[src/rtl/store_buffer_fifo.sv]
// Store buffer between MEM and D-cache: coalesces same-address stores, forwards to loads, drains oldest-first.
// Latency: an accepted store is visible to loads the next cycle; head is offered straight from state.
// Backpressure: st_ready drops when full with no drain, or when the store hits the offered head and the cache has not taken it. Byte-mask merging: SB_BYTE_MERGE_EN.
module store_buffer_fifo #(
    parameter int DATA_W       = 32,
    parameter int ADDR_W       = 32,
    parameter int DEPTH        = 4,
    parameter int DRAIN_THRESH = DEPTH
) (
    input  logic                   clk,
    input  logic                   rst,
    input  logic                   st_valid,
    input  logic [ADDR_W-1:0]      st_addr,
    input  logic [DATA_W-1:0]      st_data,
`ifdef SB_BYTE_MERGE_EN
    input  logic [DATA_W/8-1:0]    st_be,
    input  logic [DATA_W/8-1:0]    ld_be,
    output logic [DATA_W/8-1:0]    drain_be,
`endif
    output logic                   st_ready,
    input  logic                   ld_valid,
    input  logic [ADDR_W-1:0]      ld_addr,
    output logic                   ld_hit,
    output logic [DATA_W-1:0]      ld_data,
    output logic                   drain_valid,
    output logic [ADDR_W-1:0]      drain_addr,
    output logic [DATA_W-1:0]      drain_data,
    input  logic                   drain_ready,
    input  logic                   flush_req,
    output logic                   flush_done,
    output logic                   sb_stall,
    output logic [$clog2(DEPTH):0] sb_count
);
    localparam int PTR_W = $clog2(DEPTH);
    localparam int CNT_W = PTR_W + 1;
`ifdef SB_BYTE_MERGE_EN
    localparam int BE_W  = DATA_W / 8;
`endif

    typedef enum logic {S_IDLE, S_FLUSH} state_t;
    state_t state, state_nxt;

    logic [ADDR_W-1:0] ent_addr [DEPTH];
    logic [DATA_W-1:0] ent_data [DEPTH];
`ifdef SB_BYTE_MERGE_EN
    logic [BE_W-1:0]   ent_be   [DEPTH];
`endif
    logic [DEPTH-1:0]  ent_vld;
    logic [PTR_W-1:0]  head;
    logic [PTR_W-1:0]  tail;
    logic [CNT_W-1:0]  count;

    logic [DEPTH-1:0]  st_match;
    logic [DEPTH-1:0]  ld_match;
    logic [DEPTH-1:0]  ld_cover;
    logic [PTR_W-1:0]  coal_idx;
    logic              flushing;
    logic              drain_fire;
    logic              head_blocked;
    logic              coal_hit;
    logic              st_fire;
    logic              coal_fire;
    logic              alloc;

    // Addresses are unique among valid entries, so at most one match per lookup.
    always_comb begin
        st_match = '0;
        ld_match = '0;
        ld_cover = '0;
        coal_idx = '0;
        ld_data  = '0;
        for (int i = 0; i < DEPTH; i++) begin
`ifdef SB_BYTE_MERGE_EN
            ld_cover[i] = ((ld_be & ~ent_be[i]) == '0);
`else
            ld_cover[i] = 1'b1;
`endif
            st_match[i] = ent_vld[i] && (ent_addr[i] == st_addr);
            ld_match[i] = ent_vld[i] && (ent_addr[i] == ld_addr) && ld_cover[i];
            if (st_match[i])
                coal_idx = PTR_W'(i);
            if (ld_match[i])
                ld_data = ent_data[i];
        end
    end

    assign flushing     = (state == S_FLUSH);
    assign drain_valid  = (count != '0) && (flushing || (count >= CNT_W'(DRAIN_THRESH)));
    assign drain_fire   = drain_valid && drain_ready;
    assign drain_addr   = ent_addr[head];
    assign drain_data   = ent_data[head];
`ifdef SB_BYTE_MERGE_EN
    assign drain_be     = ent_be[head];
`endif

    // The offered head is frozen: a store to it either allocates a fresh entry
    // alongside the drain, or waits so the address never appears twice.
    assign head_blocked = st_match[head] && drain_valid;
    assign coal_hit     = (|st_match) && !head_blocked;
    assign st_ready     = coal_hit ||
                          (head_blocked ? drain_fire : ((count < CNT_W'(DEPTH)) || drain_fire));
    assign st_fire      = st_valid && st_ready;
    assign coal_fire    = st_fire && coal_hit;
    assign alloc        = st_fire && !coal_hit;
    assign sb_stall     = st_valid && !st_ready;
    assign ld_hit       = ld_valid && (|ld_match);
    assign sb_count     = count;

    always_ff @(posedge clk) begin
        if (rst) begin
            ent_vld <= '0;
            head    <= '0;
            tail    <= '0;
            count   <= '0;
            state   <= S_IDLE;
        end else begin
            state <= state_nxt;
            if (drain_fire) begin
                ent_vld[head] <= 1'b0;
                head          <= head + 1'b1;
            end
            // Full buffer: tail == head, so this set overrides the drain's clear.
            if (alloc) begin
                ent_vld[tail] <= 1'b1;
                tail          <= tail + 1'b1;
            end
            case ({alloc, drain_fire})
                2'b10:   count <= count + 1'b1;
                2'b01:   count <= count - 1'b1;
                default: count <= count;
            endcase
        end
    end

    always_ff @(posedge clk) begin
        if (alloc) begin
            ent_addr[tail] <= st_addr;
            ent_data[tail] <= st_data;
`ifdef SB_BYTE_MERGE_EN
            ent_be[tail]   <= st_be;
`endif
        end
        if (coal_fire) begin
`ifdef SB_BYTE_MERGE_EN
            for (int b = 0; b < BE_W; b++) begin
                if (st_be[b])
                    ent_data[coal_idx][b*8 +: 8] <= st_data[b*8 +: 8];
            end
            ent_be[coal_idx] <= ent_be[coal_idx] | st_be;
`else
            ent_data[coal_idx] <= st_data;
`endif
        end
    end

    always_comb begin
        state_nxt  = state;
        flush_done = 1'b0;
        case (state)
            S_IDLE: begin
                if (flush_req)
                    state_nxt = S_FLUSH;
            end
            S_FLUSH: begin
                if (count == '0) begin
                    state_nxt  = S_IDLE;
                    flush_done = 1'b1;
                end
            end
            default: state_nxt = S_IDLE;
        endcase
    end

endmodule

[config.mk]
export PLATFORM = sky130hd
export DESIGN_NAME = store_buffer_fifo
export DESIGN_NICKNAME = d
export VERILOG_FILES = /design/src/rtl/store_buffer_fifo.sv
export SDC_FILE = /design/constraint.sdc
export NUM_CORES = 1
export LEC_CHECK = 0
export BUFFER_PORTS_ARGS = -buffer_cell sky130_fd_sc_hd__buf_2
export CAP_MARGIN = 25
export CORE_MARGIN = 10
export CORE_UTILIZATION = 25
export CTS_BUF_LIST = sky130_fd_sc_hd__clkbuf_16
export CTS_CLUSTER_SIZE = 40
export DETAILED_ROUTE_END_ITERATION = 12
export MAX_ROUTING_LAYER = met4
export PLACE_DENSITY = 0.47
export SETUP_SLACK_MARGIN = 0.4
export SLEW_MARGIN = 20
export SYNTH_ARGS = -nofsm -noshare
export SYNTH_HDL_FRONTEND = slang
export SYNTH_SLANG_ARGS = --single-unit
[constraint.sdc]
create_clock -name clk -period 7.2 [get_ports clk]
set_clock_uncertainty 0.2 [all_clocks]
set_input_delay 0.72 -clock clk [delete_from_list [all_inputs] [get_ports clk]]
set_output_delay 0.72 -clock clk [all_outputs]
set_load 0.05 [all_outputs]
==> summary.txt <==
Worst setup path
  – CP max stage cell: or4_2
  – Worst setup path endpoint: ld_data[18]
  – Critical Path Stages: 10
  – Worst r2r src: ent_addr[1][31]$_DFFE_PP_
  – CP Launch Point: ent_addr[1][22]$_DFFE_PP_
  – Crit. End Element: output port
  – Reg2reg path depth: 9
  – Largest delay share family, worst path: simple AND/OR/NAND/NOR gates
  – Crit path cell chain: xnor2_1 > nand4_1 > nor4_1 > nand4_1 > or4_2 > buf_4 > mux2i_1 > mux2_2 > mux2_2 > buf_2
  – Startpoint types: flip-flop
  – Worst Path Buf+Inv: 2
  – Critical path data required time: 6280 ps
  – Slowest stage delay, CP: 720 ps
  – Critical path arrival: 4180 ps
  – Critical path class: reg -> out
  – Critical path peak fanout: 33
  – RR Endpoint: ent_addr[2][17]$_DFFE_PP_
  – R2r setup slk: 2270 ps

CTS
  – CTS tree: done
  – # hold bufs at CTS: 0
  – Total CTS buffers: 30
  – H-tree depth: 1
  – Setup Fix Bufs, Post-CTS: 0
  – Post_cts resized: 0
  – Clock Path Buffers: 3
  – Clock latency on the worst-skew pair: 580 ps
  – Reg clk slew, reported paths: 60 ps
  – # clock sinks: 270
  – Root Buffer: clkbuf_16

Synth
  – Asr flop ratio synth: 0
  – Sequential fraction of the synthesis area: 0.559
  – Post-synth EDFFs: 256
  – Area leader, netlist: edfxtp_1
  – Synth Flop Type: edfxtp_1
  – Top cells by count, synth: 256 x edfxtp_1, 144 x xnor2_1, 115 x xor2_1
  – Count leader, synth: edfxtp_1
  – Syn_nets: 1,078
  – Warnings from Yosys: 0
  – Flops & latches, synth: 270
  – Synth Cell Area: 0.0142 sq mm
  – Synth top area cells: edfxtp_1 54%, mux4_2 10%, xnor2_1 8.9%
  – Cell count after synthesis: 966
  – Unique masters post-synth: 41
  – Top-area cell type share of the netlist area: 0.540
  – Mean post-synth cell area: 14.7 sq um

Floorplan
  – Core area: 0.0564 sq mm
  – Die Y: 259 um
  – Row count: 87
  – Die W: 259 um
  – IO Pins: 206
  – Initial Utilization: 0.253
  – Die Area: 0.0669 sq mm

Global route
  – First-pass GRT wire length: 70.7 mm
  – Remaining global-route overflow: 0
  – Total GRT Usage: 0.149
  – Initial antenna violation count: 10
  – Vias in the first global route: 9,630
  – Largest net degree at the start of global routing: 47

Routing
  – DRT antenna net count: 0
  – WL per Instance: 25.3 um
  – Routed vias/inst: 4.62
  – Routed WL: 49.8 mm
  – Via Count: 9,107
  – # DRC: 0
  – Pre-antenna DRT Iters: 4
  – Initial DRC count: 575

Final layout
  – NumNets Final: 1,294
  – Share of cells above drive strength 1: 0.344
  – Layout area overhead: 21.6%

Pwr
  – Cell Int Power: 0.00296 W
  – Clock share of power: 0.375
  – Comb pwr share: 0.176
  – Pleak: 6.26 nW
  – PwrDens: 243 mW/mm^2
  – Total power: 0.00420 W
  – Flop pwr share: 0.449
  – Worst vdd ir: 0.000181 V
  – Switch share: 0.295
  – P_sw: 0.00124 W

Outcome
  – Outcome: complete, no violations

Job
  – Maxcap violations: 0

Timing
  – Max-slew headroom: 0.401
  – Fin. max-slew vios: 0
  – Worst slew pin tran: 899 ps
  – Crit share post-route: 0.708
  – Fmax: 196 MHz
  – Final worst setup slack: 2100 ps
  – Total Neg Setup Slack: 0 ps
  – Post-route minimum period: 5100 ps
  – Final Hold Fails: 0
  – Final setup viols: 0
  – Unrepaired setup endpoints after global routing: false

Place
  – Routability Congestion: 0.918
  – DP HPWL: 36.6 mm
  – PortBufs: 205
  – DP Worst Slack: 1600 ps

Worst hold path
  – Hold Crit Class: in -> reg
[metal layers]
metal  routed length (um)  global-route usage
met1                21300               0.187
met2                24000               0.239
met3                 3500              0.0322
met4                 1030              0.0400
met5                    0                   -
[through the flow]
step           hold WS [ps]  utilization  cell area, sq um  std cells
2_1_floorplan           271            -             14200        966
3_3_place_gp            295        0.289             16300       1906
3_5_place_dp            300        0.289             16300       1906
4_1_cts                 124        0.307             17300       1962
5_1_grt                 138        0.307             17300       1968
6_report                167        0.307             17300       1970
[cell usage in the layout, fill, tap and decap left out, types with 2 or more instances in the layout]
| master | synthesis | routed |
|---|---|---|
| edfxtp_1 | 256 | 256 |
| bufinv_16 | 0 | 4 |
| clkinvlp_4 | 0 | 4 |
| nor3_1 | 7 | 6 |
| buf_4 | 0 | 14 |
| nor2_1 | 14 | 10 |
| mux4_2 | 65 | 65 |
| clkinv_4 | 0 | 2 |
| nor4_1 | 31 | 30 |
| and3_1 | 3 | 3 |
| clkinv_2 | 0 | 6 |
| inv_1 | 48 | 51 |
| nand3_1 | 14 | 14 |
| clkinv_1 | 0 | 6 |
| mux2_2 | 64 | 64 |
| nor2_4 | 0 | 4 |
| buf_2 | 0 | 205 |
| dfxtp_1 | 14 | 12 |
| nand3b_1 | 4 | 4 |
| xor2_1 | 115 | 115 |
| diode_2 | 0 | 8 |
| nand2b_1 | 2 | 2 |
| ha_1 | 9 | 9 |
| or3_1 | 3 | 3 |
| o31ai_1 | 7 | 3 |
| o31ai_4 | 0 | 4 |
| mux2i_1 | 34 | 34 |
| dfxtp_4 | 0 | 2 |
| a21oi_1 | 3 | 3 |
| clkbuf_16 | 0 | 31 |
| xnor2_1 | 144 | 144 |
| nand2_1 | 39 | 39 |
| or4_2 | 0 | 3 |
| nand4_1 | 37 | 37 |
[logic make-up after synthesis]
group	after synthesis	synth area share
buffers and inverters	83	0.0225
DFF	270	0.559
adders and majority gates	10	0.00931
xor gates and xnor gates	259	0.159
and+or+nand+nor	162	0.0620
muxes	164	0.178
AOI/OAI and AO/OA	18	0.00949
[worst min-delay path by stage]
stage               cells after the start                         to  slack, ps             startpoint
finish                                  1  ent_data[3][20]$_DFFE_PP_        170            st_data[20]
floorplan                               2      ent_vld[0]$_SDFF_PP0_        270  ent_vld[0]$_SDFF_PP0_
detailed placement                      2        flushing$_SDFF_PP0_        300    flushing$_SDFF_PP0_
global route                            1  ent_data[0][26]$_DFFE_PP_        140            st_data[26]
global placement                        2        flushing$_SDFF_PP0_        300    flushing$_SDFF_PP0_
CTS                                     1  ent_data[2][14]$_DFFE_PP_        120            st_data[14]
[flip-flops by register name, indices dropped and copies added (netlist names), named ones only]
| register | flops |
|---|---|
| ent_addr | 128 |
| flushing | 1 |
| ent_vld | 4 |
| ent_data | 128 |
| tail | 2 |
| head | 2 |
| sb_count | 3 |
[power groups by stage]
stage	Sequential [W]	Combinational, W	Clock, W
6_report	0.00189	0.000741	0.00157
5_1_grt	0.00190	0.000782	0.00168
4_1_cts	0.00189	0.000752	0.00162
3_5_place_dp	0.00192	0.000747	0
3_3_place_gp	0.00192	0.000750	0
2_1_floorplan	0.00190	0.000480	0
[cell type report]
| type | instances | area, sq um |
|---|---|---|
| clock buffer | 31 | 776 |
| clock inverter | 25 | 231 |
| timing repair buffer | 219 | 1130 |
| multi-input combinational | 613 | 6060 |
| sequential | 270 | 7980 |
| tap | 756 | 946 |
| inverter | 48 | 180 |
| fill | 5728 | 39100 |
| antenna | 8 | 20.0 |
[worst register-to-register path, delay by kind of cell (launching register included)]
kind | cells | cell delay, ps
AO/OA/AOI/OAI | 1 | 620
XOR/XNOR | 1 | 210
buffers and inverters | 1 | 410
flip-flops | 1 | 450
multiplexers | 1 | 540
AND/OR/NAND/NOR | 5 | 2170
Note: power is estimated with default switching activity, not from simulation.
